### src/rtl/mem_burst_reader.sv
// Read-DMA engine: turns a (start address, word count) command into one memory read per cycle,
// buffers returned words in a fall-through FIFO and streams them out under credit-based flow control.
module mem_burst_reader #(
    parameter int BUS_WIDTH_BITS  = 64,
    parameter int ADDR_WIDTH_BITS = 64,
    parameter int LEN_WIDTH       = 16,
    parameter int READ_LATENCY    = 1,
    parameter int FIFO_DEPTH      = 4
) (
    input  logic                       clk,
    input  logic                       rst_n,
    input  logic                       cmd_valid,
    output logic                       cmd_ready,
    input  logic [ADDR_WIDTH_BITS-1:0] cmd_addr,
    input  logic [LEN_WIDTH-1:0]       cmd_len,
    output logic                       out_valid,
    input  logic                       out_ready,
    output logic [BUS_WIDTH_BITS-1:0]  out_data,
    output logic                       out_last,
    output logic                       busy,
    output logic                       done,
    output logic [ADDR_WIDTH_BITS-1:0] mem_addr,
    output logic [BUS_WIDTH_BITS-1:0]  mem_wdata,
    output logic                       mem_wen,
    input  logic [BUS_WIDTH_BITS-1:0]  mem_rdata,
    input  logic                       mem_rvalid,
    output logic [1:0]                 fsm_state
);
    localparam int STRIDE = BUS_WIDTH_BITS / 8;
    localparam int PTR_W  = $clog2(FIFO_DEPTH);
    localparam int CNT_W  = $clog2(FIFO_DEPTH + READ_LATENCY + 1) + 1;

    typedef enum logic [1:0] {
        IDLE  = 2'd0,
        ISSUE = 2'd1,
        DRAIN = 2'd2,
        DONE  = 2'd3
    } state_t;

    state_t                     state, state_next;
    logic [ADDR_WIDTH_BITS-1:0] next_addr;
    logic [LEN_WIDTH-1:0]       issue_left;
    logic [LEN_WIDTH-1:0]       out_left;
    logic [READ_LATENCY-1:0]    tags;
    logic [BUS_WIDTH_BITS-1:0]  fifo_mem [FIFO_DEPTH];
    logic [PTR_W-1:0]           rd_ptr, wr_ptr;
    logic [CNT_W-1:0]           fifo_count, inflight;
    logic                       accept, issue, push, pop, credit_ok;

    assign cmd_ready = (state == IDLE);
    assign busy      = (state != IDLE);
    assign done      = (state == DONE);
    assign fsm_state = state;
    assign mem_wen   = 1'b0;
    assign mem_wdata = '0;

    assign accept    = cmd_ready && cmd_valid;
    assign out_valid = (fifo_count != '0);
    assign pop       = out_valid && out_ready;
    assign push      = tags[READ_LATENCY-1] && mem_rvalid;
    assign out_data  = out_valid ? fifo_mem[rd_ptr] : '0;
    assign out_last  = out_valid && (out_left == LEN_WIDTH'(1));

    always_comb begin
        inflight = '0;
        for (int i = 0; i < READ_LATENCY; i++) begin
            inflight = inflight + CNT_W'(tags[i]);
        end
    end

    // Credit uses the start-of-cycle fill level, so a same-cycle pop does not free a slot.
    assign credit_ok = (fifo_count + inflight) < CNT_W'(FIFO_DEPTH);
    assign issue     = (state == ISSUE) && (issue_left != '0) && credit_ok;

    always_comb begin
        state_next = state;
        case (state)
            IDLE:    if (accept) state_next = (cmd_len == '0) ? DONE : ISSUE;
            ISSUE:   if (issue && issue_left == LEN_WIDTH'(1)) state_next = DRAIN;
            DRAIN:   if (pop && out_left == LEN_WIDTH'(1)) state_next = DONE;
            DONE:    state_next = IDLE;
            default: state_next = IDLE;
        endcase
    end

    always_ff @(posedge clk or negedge rst_n) begin
        if (!rst_n) begin
            state      <= IDLE;
            next_addr  <= '0;
            issue_left <= '0;
            out_left   <= '0;
            mem_addr   <= '0;
            tags       <= '0;
        end else begin
            state <= state_next;
            tags  <= (tags << 1) | READ_LATENCY'(issue);
            if (accept) begin
                next_addr  <= cmd_addr & ~ADDR_WIDTH_BITS'(STRIDE - 1);
                issue_left <= cmd_len;
                out_left   <= cmd_len;
            end else begin
                if (issue) begin
                    mem_addr   <= next_addr;
                    next_addr  <= next_addr + ADDR_WIDTH_BITS'(STRIDE);
                    issue_left <= issue_left - LEN_WIDTH'(1);
                end
                if (pop) out_left <= out_left - LEN_WIDTH'(1);
            end
        end
    end

    always_ff @(posedge clk or negedge rst_n) begin
        if (!rst_n) begin
            rd_ptr     <= '0;
            wr_ptr     <= '0;
            fifo_count <= '0;
        end else begin
            if (push) wr_ptr <= wr_ptr + PTR_W'(1);
            if (pop)  rd_ptr <= rd_ptr + PTR_W'(1);
            case ({push, pop})
                2'b10:   fifo_count <= fifo_count + CNT_W'(1);
                2'b01:   fifo_count <= fifo_count - CNT_W'(1);
                default: fifo_count <= fifo_count;
            endcase
        end
    end

    // Storage carries no reset; out_data is gated to zero while the FIFO is empty.
    always_ff @(posedge clk) begin
        if (push) fifo_mem[wr_ptr] <= mem_rdata;
    end
endmodule

### config.mk
export PLATFORM = sky130hd
export DESIGN_NAME = mem_burst_reader
export DESIGN_NICKNAME = d
export VERILOG_FILES = /design/src/rtl/mem_burst_reader.sv
export SDC_FILE = /design/constraint.sdc
export NUM_CORES = 1
export LEC_CHECK = 0
export BUFFER_PORTS_ARGS = -buffer_cell sky130_fd_sc_hd__buf_2
export CAP_MARGIN = 10
export CORE_MARGIN = 5
export CORE_UTILIZATION = 35
export CTS_BUF_LIST = sky130_fd_sc_hd__clkbuf_16
export DETAILED_ROUTE_END_ITERATION = 10
export PLACE_DENSITY_LB_ADDON = 0.12
export SYNTH_ARGS = -nofsm -noshare
export SYNTH_HDL_FRONTEND = slang
export SYNTH_SLANG_ARGS = --single-unit
### constraint.sdc
create_clock -name clk -period 3.42 [get_ports clk]
set_input_delay 0.513 -clock clk [delete_from_list [all_inputs] [get_ports clk]]
set_output_delay 0.513 -clock clk [all_outputs]
set_load 0.02 [all_outputs]
### Word-level counts from Yosys, hierarchy flattened

Memories as Yosys holds them, arrays and structs flattened.
Index checks and enable logic that the tools add are counted.

| word-level totals | value |
|---|---|
| register bits after elaboration | 171 |
| memory bits (writable) | 256 |
| bits of input ports | 149 |
| output and inout port bits | 200 |
| word-level logic and storage cells | 63 |
| memories | 1 |

Memories:

| memory | depth | width | read ports | clocked after memory_dff | wr ports | line | text |
|---|---|---|---|---|---|---|---|
| fifo_mem | 4 | 64 | 1 | 0 | 1 | 45 | `logic [BUS_WIDTH_BITS-1:0] fifo_mem [FIFO_DEPTH];` |

| cells by class | value |
|---|---|
| add/subtract/negate cells | 8 |
| order comparisons | 1 |
| equal/unequal tests | 10 |
| mux-type cells | 15 |
| bitwise logic cells | 1 |
| reductions and logical operators | 18 |

Operators by type and width:

| operator | count |
|---|---|
| two-way mux 64 bit | 3 |
| adder 64 x 4 -> 64 bit (second input constant) | 1 |
| two-way mux 16 bit | 4 |
| equality test 16 x 1 -> 1 bit (second input constant) | 2 |
| subtractor 16 x 1 -> 16 bit (second input constant) | 2 |
| zero test 16 bit | 1 |
| nonzero test 16 bit | 1 |
| logical AND 1 bit | 8 |
| two-way mux 2 bit | 4 |
| case mux 2 bit (4 select lines) | 1 |
| case mux 4 bit (2 select lines) | 1 |
| nonzero test 2 bit | 4 |
| equality test 2 bit (second input constant) | 3 |
| adder 2 x 1 -> 2 bit (second input constant) | 2 |
| adder 4 x 1 -> 4 bit | 1 |
| adder 4 x 1 -> 4 bit (second input constant) | 1 |
| equality test 2 x 1 -> 1 bit (second input constant) | 2 |
| < comparator 4 x 3 -> 1 bit (second input constant) | 1 |
| inequality test 2 x 1 -> 1 bit (second input constant) | 2 |
| nonzero test 4 bit | 1 |
| subtractor 4 x 1 -> 4 bit (second input constant) | 1 |
| AND reduction 3 bit | 1 |
| zero test 2 bit | 1 |
| two-way mux 1 bit | 2 |
| 3 further kinds | 3 |

### Depth between registers and ports, before layout

| logic depth | value |
|---|---|
| depth after elaboration | 6 |
| depth in mapped cells | 10 |
| depth with buffers taken out | 9 |

### Worst setup path before layout

Ideal clock, no wire load.

| path | value |
|---|---|
| kind | reg-to-reg |
| start point | reg wr_ptr[0] |
| end point | mem fifo_mem[2][0] (enable) |
| library setup time | 0.429 ns |
| arrival | 2.167 ns |
| required time | 2.991 ns |
| path slack | 0.823 ns |
| stages on the path, launching flop included | 4 |
| buffers on the path | 0 |
| clock period less this slack | 2.597 ns |
| cell sequence | dfrtp_1 -> inv_1 -> ha_1 -> and3_1 |

RTL lines:

| item | line | text |
|---|---|---|
| start, declared | 46 | `logic [PTR_W-1:0] rd_ptr, wr_ptr;` |
| start signal, assigned | 118 | `if (push) wr_ptr <= wr_ptr + PTR_W'(1);` |
| end, declared | 45 |  |

Straight into the memory's write port.

### Worst setup path in the final report

| path | value |
|---|---|
| start point | reg out_left[6] |
| end point | out out_last |

| between the ends | value |
|---|---|
| cells in the longest elaborated chain, start to end | 2 |

Ends and longest elaborated chain:

| item | line | text |
|---|---|---|
| start, declared | 43 | `logic [LEN_WIDTH-1:0] out_left;` |
| start signal, assigned | 100 | `out_left <= cmd_len;` |
| start signal, assigned | 107 | `if (pop) out_left <= out_left - LEN_WIDTH'(1);` |
| equality test 16 x 1 -> 1 bit | 62 | `assign out_last = out_valid && (out_left == LEN_WIDTH'(1));` |
| logical AND 1 bit | 62 |  |
| end, declared | 19 | `output logic out_last,` |

No other way between the ends.

==> summary.md <==
| Metric | Value |
|---|---|
| Status | `finished clean` |
| Worst Skew | `0.0274 ns` |
| MaxCap Viol Count | `0` |
| Sequential-to-total area share from yosys stat | `63.0%` |
| Num rows | `84` |
| CTS tree | `yes` |
| Vias per cell | `5.06` |
| Startpoint Class | `flop` |
| Combinational power share | `34.7%` |
| Share of flip-flops with an asynchronous set or reset | `39.2%` |
| H-tree levels | `2` |
| Final hold violations | `0` |
| Drt wl/cell | `20.4 um` |
| Die Wd | `241 um` |
| Fin Setup TNS | `0 ns` |
| CP Cell Sequence | `or4_4 -> nand2b_4 -> or4_4 -> inv_1 -> buf_2` |
| Die area | `58,300 um^2` |
| Pre-CTS setup slack | `0.658 ns` |
| Synth Warn # | `0` |
| FF-to-FF End | `mem_addr[51]` |
| Leak pwr | `8.27 nW` |
| Residual DRC count | `0` |
| Ys flop type | `edfxtp_1` |
| Layout cells sized above 1 | `31.0%` |
| Filler instances | `5,046` |
| CP max FO | `6` |
| Critical Path Slowest Stage Cell | `or4_4` |
| Number of distinct library cells after synthesis | `57` |
| Layout Area Growth over Synthesis | `19.2%` |
| Final slew viol count | `0` |
| FF+latch count, synth | `421` |
| # resized after CTS | `0` |
| Slew headroom | `49.2%` |
| Kind of critical path | `reg2out` |
| Hold path endpoint | `next_addr[11]` |
| Placed instance count | `2,269` |
| Slowest Stage Delay on Critical Path | `0.57 ns` |
| Final nets | `1,798` |
| Cell Pwr Density | `870 nW/um^2` |
| Drt total wl | `48.1 mm` |
| R2R setup slack | `0.66 ns` |
| Min Tclk post-route | `3.03 ns` |
| Die Ht | `241 um` |
| Hold path depth | `3` |
| R2R Path Start | `fsm_state[1]` |
| Initial drt markers | `554` |
| WP data required | `2.91 ns` |
| Synth Instances | `1,340` |
| Clock power share | `25.4%` |
| Largest net degree at the start of global routing | `81` |
| Commonest non-fill, non-tap cell in the layout | `buf_2` |
| Total chip power | `19.4 mW` |
| Cts bufs inserted | `48` |
| Worst setup EP type | `primary output` |
| # clock sinks | `421` |
| Int Pwr | `12.3 mW` |
| Highest achievable clock rate | `330 MHz` |
| Finished Layout Cells | `2,357` |
| CTS Buffer Depth | `3` |
| Worst reg2reg path depth | `10` |
| IO Count | `349` |
| Cell mode on critical path | `or4_4` |
| Switching Power | `7.14 mW` |
| Initial antenna violation count | `4` |
| Hold_buf cts | `1` |
| Total track usage | `15.9%` |
| Initial Util | `35.5%` |
| Clock Latency Late Sink | `0.59 ns` |
| Vias in the first global route | `12,200` |
| Root Driver | `clkbuf_16` |
| Setup slack after layout | `0.391 ns` |
| Clk slew on worst S/H paths | `0.06 ns` |
| Commonest non-fill, non-tap cells in the layout | `buf_2 (276), edfxtp_1 (256), dfrtp_1 (163), nor2_1 (83), conb_1 (68)` |
| Gpl congestion | `0.771` |
| Worst-Margin Slew | `0.755 ns` |
| Core area | `52,900 um^2` |
| Post-Syn Area | `18,700 um^2` |
| Post-synth EDFFs | `256` |
| Final setup violating endpoints | `0` |
| CP arrival | `2.52 ns` |
| Switching part of the total | `36.7%` |
| VDD IR max | `397 uV` |
| DP HPWL | `32.5 mm` |
| Final Cycle Share | `88.6%` |
| Part of the power in registers | `39.9%` |
| WHS | `0.132 ns` |
| Hold WC Path Type | `in2reg` |
| Buffers on Ports | `277` |
| Post-DRT Antenna Nets | `0` |
| Synth Area per Inst | `14.0 um^2` |
| Post-CTS Setup Bufs | `0` |
| Total grt overflow | `0` |
| First-pass DRT Iterations | `5` |
| First-pass GRT wire length | `72.5 mm` |
| Hold_sp | `cmd_addr[11]` |
| RSZ-0062 raised after global routing | `no` |
| Vias | `11,900` |
worst max-delay path: cells and delay by family, from the launching register on:
family | cells | cell delay, ns
buf+inv | 2 | 0.23
flops | 1 | 0.39
simple gates | 3 | 1.32
cells by family (layout without fill, tap and decap cells):
family,count (synthesis),in the layout,synth area share [%]
AO/OA/AOI/OAI,142,142,4.48
flip-flops,421,421,63.0
XOR/XNOR,56,56,2.62
buffers and inverters,158,418,4.71
AND/OR/NAND/NOR,412,412,12.2
multiplexers,133,133,11.8
adder cells (fa/ha/maj),17,17,1.13
other,1,70,0.0200
per-stage QoR:
stage	utilization, %	cell area (um^2)
2_1_floorplan	-	19000
3_3_place_gp	39.4	20800
3_5_place_dp	39.4	20800
4_1_cts	42.3	22400
5_1_grt	42.3	22400
6_report	42.3	22400
synthesized netlist by cell type, types with 3 or more instances:
library cell	count	share of area [%]
mux2_2	50	3.0
and3_1	13	0.43
and2_1	66	2.2
ha_1	17	1.1
mux4_2	64	7.7
mux2_1	14	0.84
nor4_1	29	0.97
or4_1	22	0.88
inv_1	20	0.40
or2_2	5	0.17
nand4_1	51	1.7
a31oi_1	40	1.3
xnor2_1	32	1.5
nor3_1	15	0.40
edfxtp_1	256	41
buf_4	74	3.0
buf_1	8	0.16
clkbuf_1	50	1.0
or3_1	23	0.77
nor2_1	83	1.7
o21ai_0	39	1.0
buf_2	4	0.11
xor2_1	24	1.1
mux2i_1	5	0.27
dfrtp_1	165	22
a21oi_1	34	0.91
nand2_1	47	0.94
nand3_1	35	0.93
o211ai_1	3	0.12
and4_1	3	0.14
o31ai_1	19	0.76
power by group through the flow:
stage / registers (mW) / clock network [mW] / logic [mW]
floorplan: 7.80 / 0 / 4.46
global placement: 7.84 / 0 / 6.82
detailed placement: 7.87 / 0 / 6.88
CTS: 7.78 / 5.10 / 6.90
global route: 7.95 / 5.29 / 7.38
finish: 7.75 / 4.93 / 6.75
registers in the layout, summed over array words and instances, names as in the netlist:
signal,cells
out_left,16
rd_ptr,2
wr_ptr,2
tags,1
issue_left,16
fsm_state,2
next_addr,61
mem_addr,61
fifo_mem,256
fifo_count,4
cell type report:
cell class,count,area [um^2],share of cell area [%]
flip-flops and latches,421,11800,52.9
clock inverters,37,305,1.37
repair buffers,312,1770,7.92
multi-input cells,828,6310,28.2
diodes,2,5.00,0.0224
clock buffers,48,1200,5.37
inverters,21,78.8,0.353
well taps,688,861,3.85
metal layers:
layer / wire length [um] / part of all wire (%) / track usage, % / vias to the layer above
met1: 21300 / 44 / 22.0 / 6048
met2: 22900 / 48 / 25.4 / 276
li1: - / - / - / 5532
met3: 2900 / 6.0 / 4.17 / 71
met4: 979 / 2.0 / 3.90 / 6
met5: 41 / 0.085 / 0 / -
how the worst max path moves through the flow:
stage | startpoint | endpoint | depth (start not counted)
2_1_floorplan | wr_ptr[0] | fifo_mem[2][0] | 3
3_3_place_gp | fsm_state[1] | mem_addr[30] | 10
3_5_place_dp | fsm_state[1] | mem_addr[19] | 10
4_1_cts | fifo_count[2] | out_data[15] | 6
5_1_grt | fifo_count[2] | out_data[35] | 6
6_report | out_left[6] | out_last | 5
(Power assumes the default switching activity.)
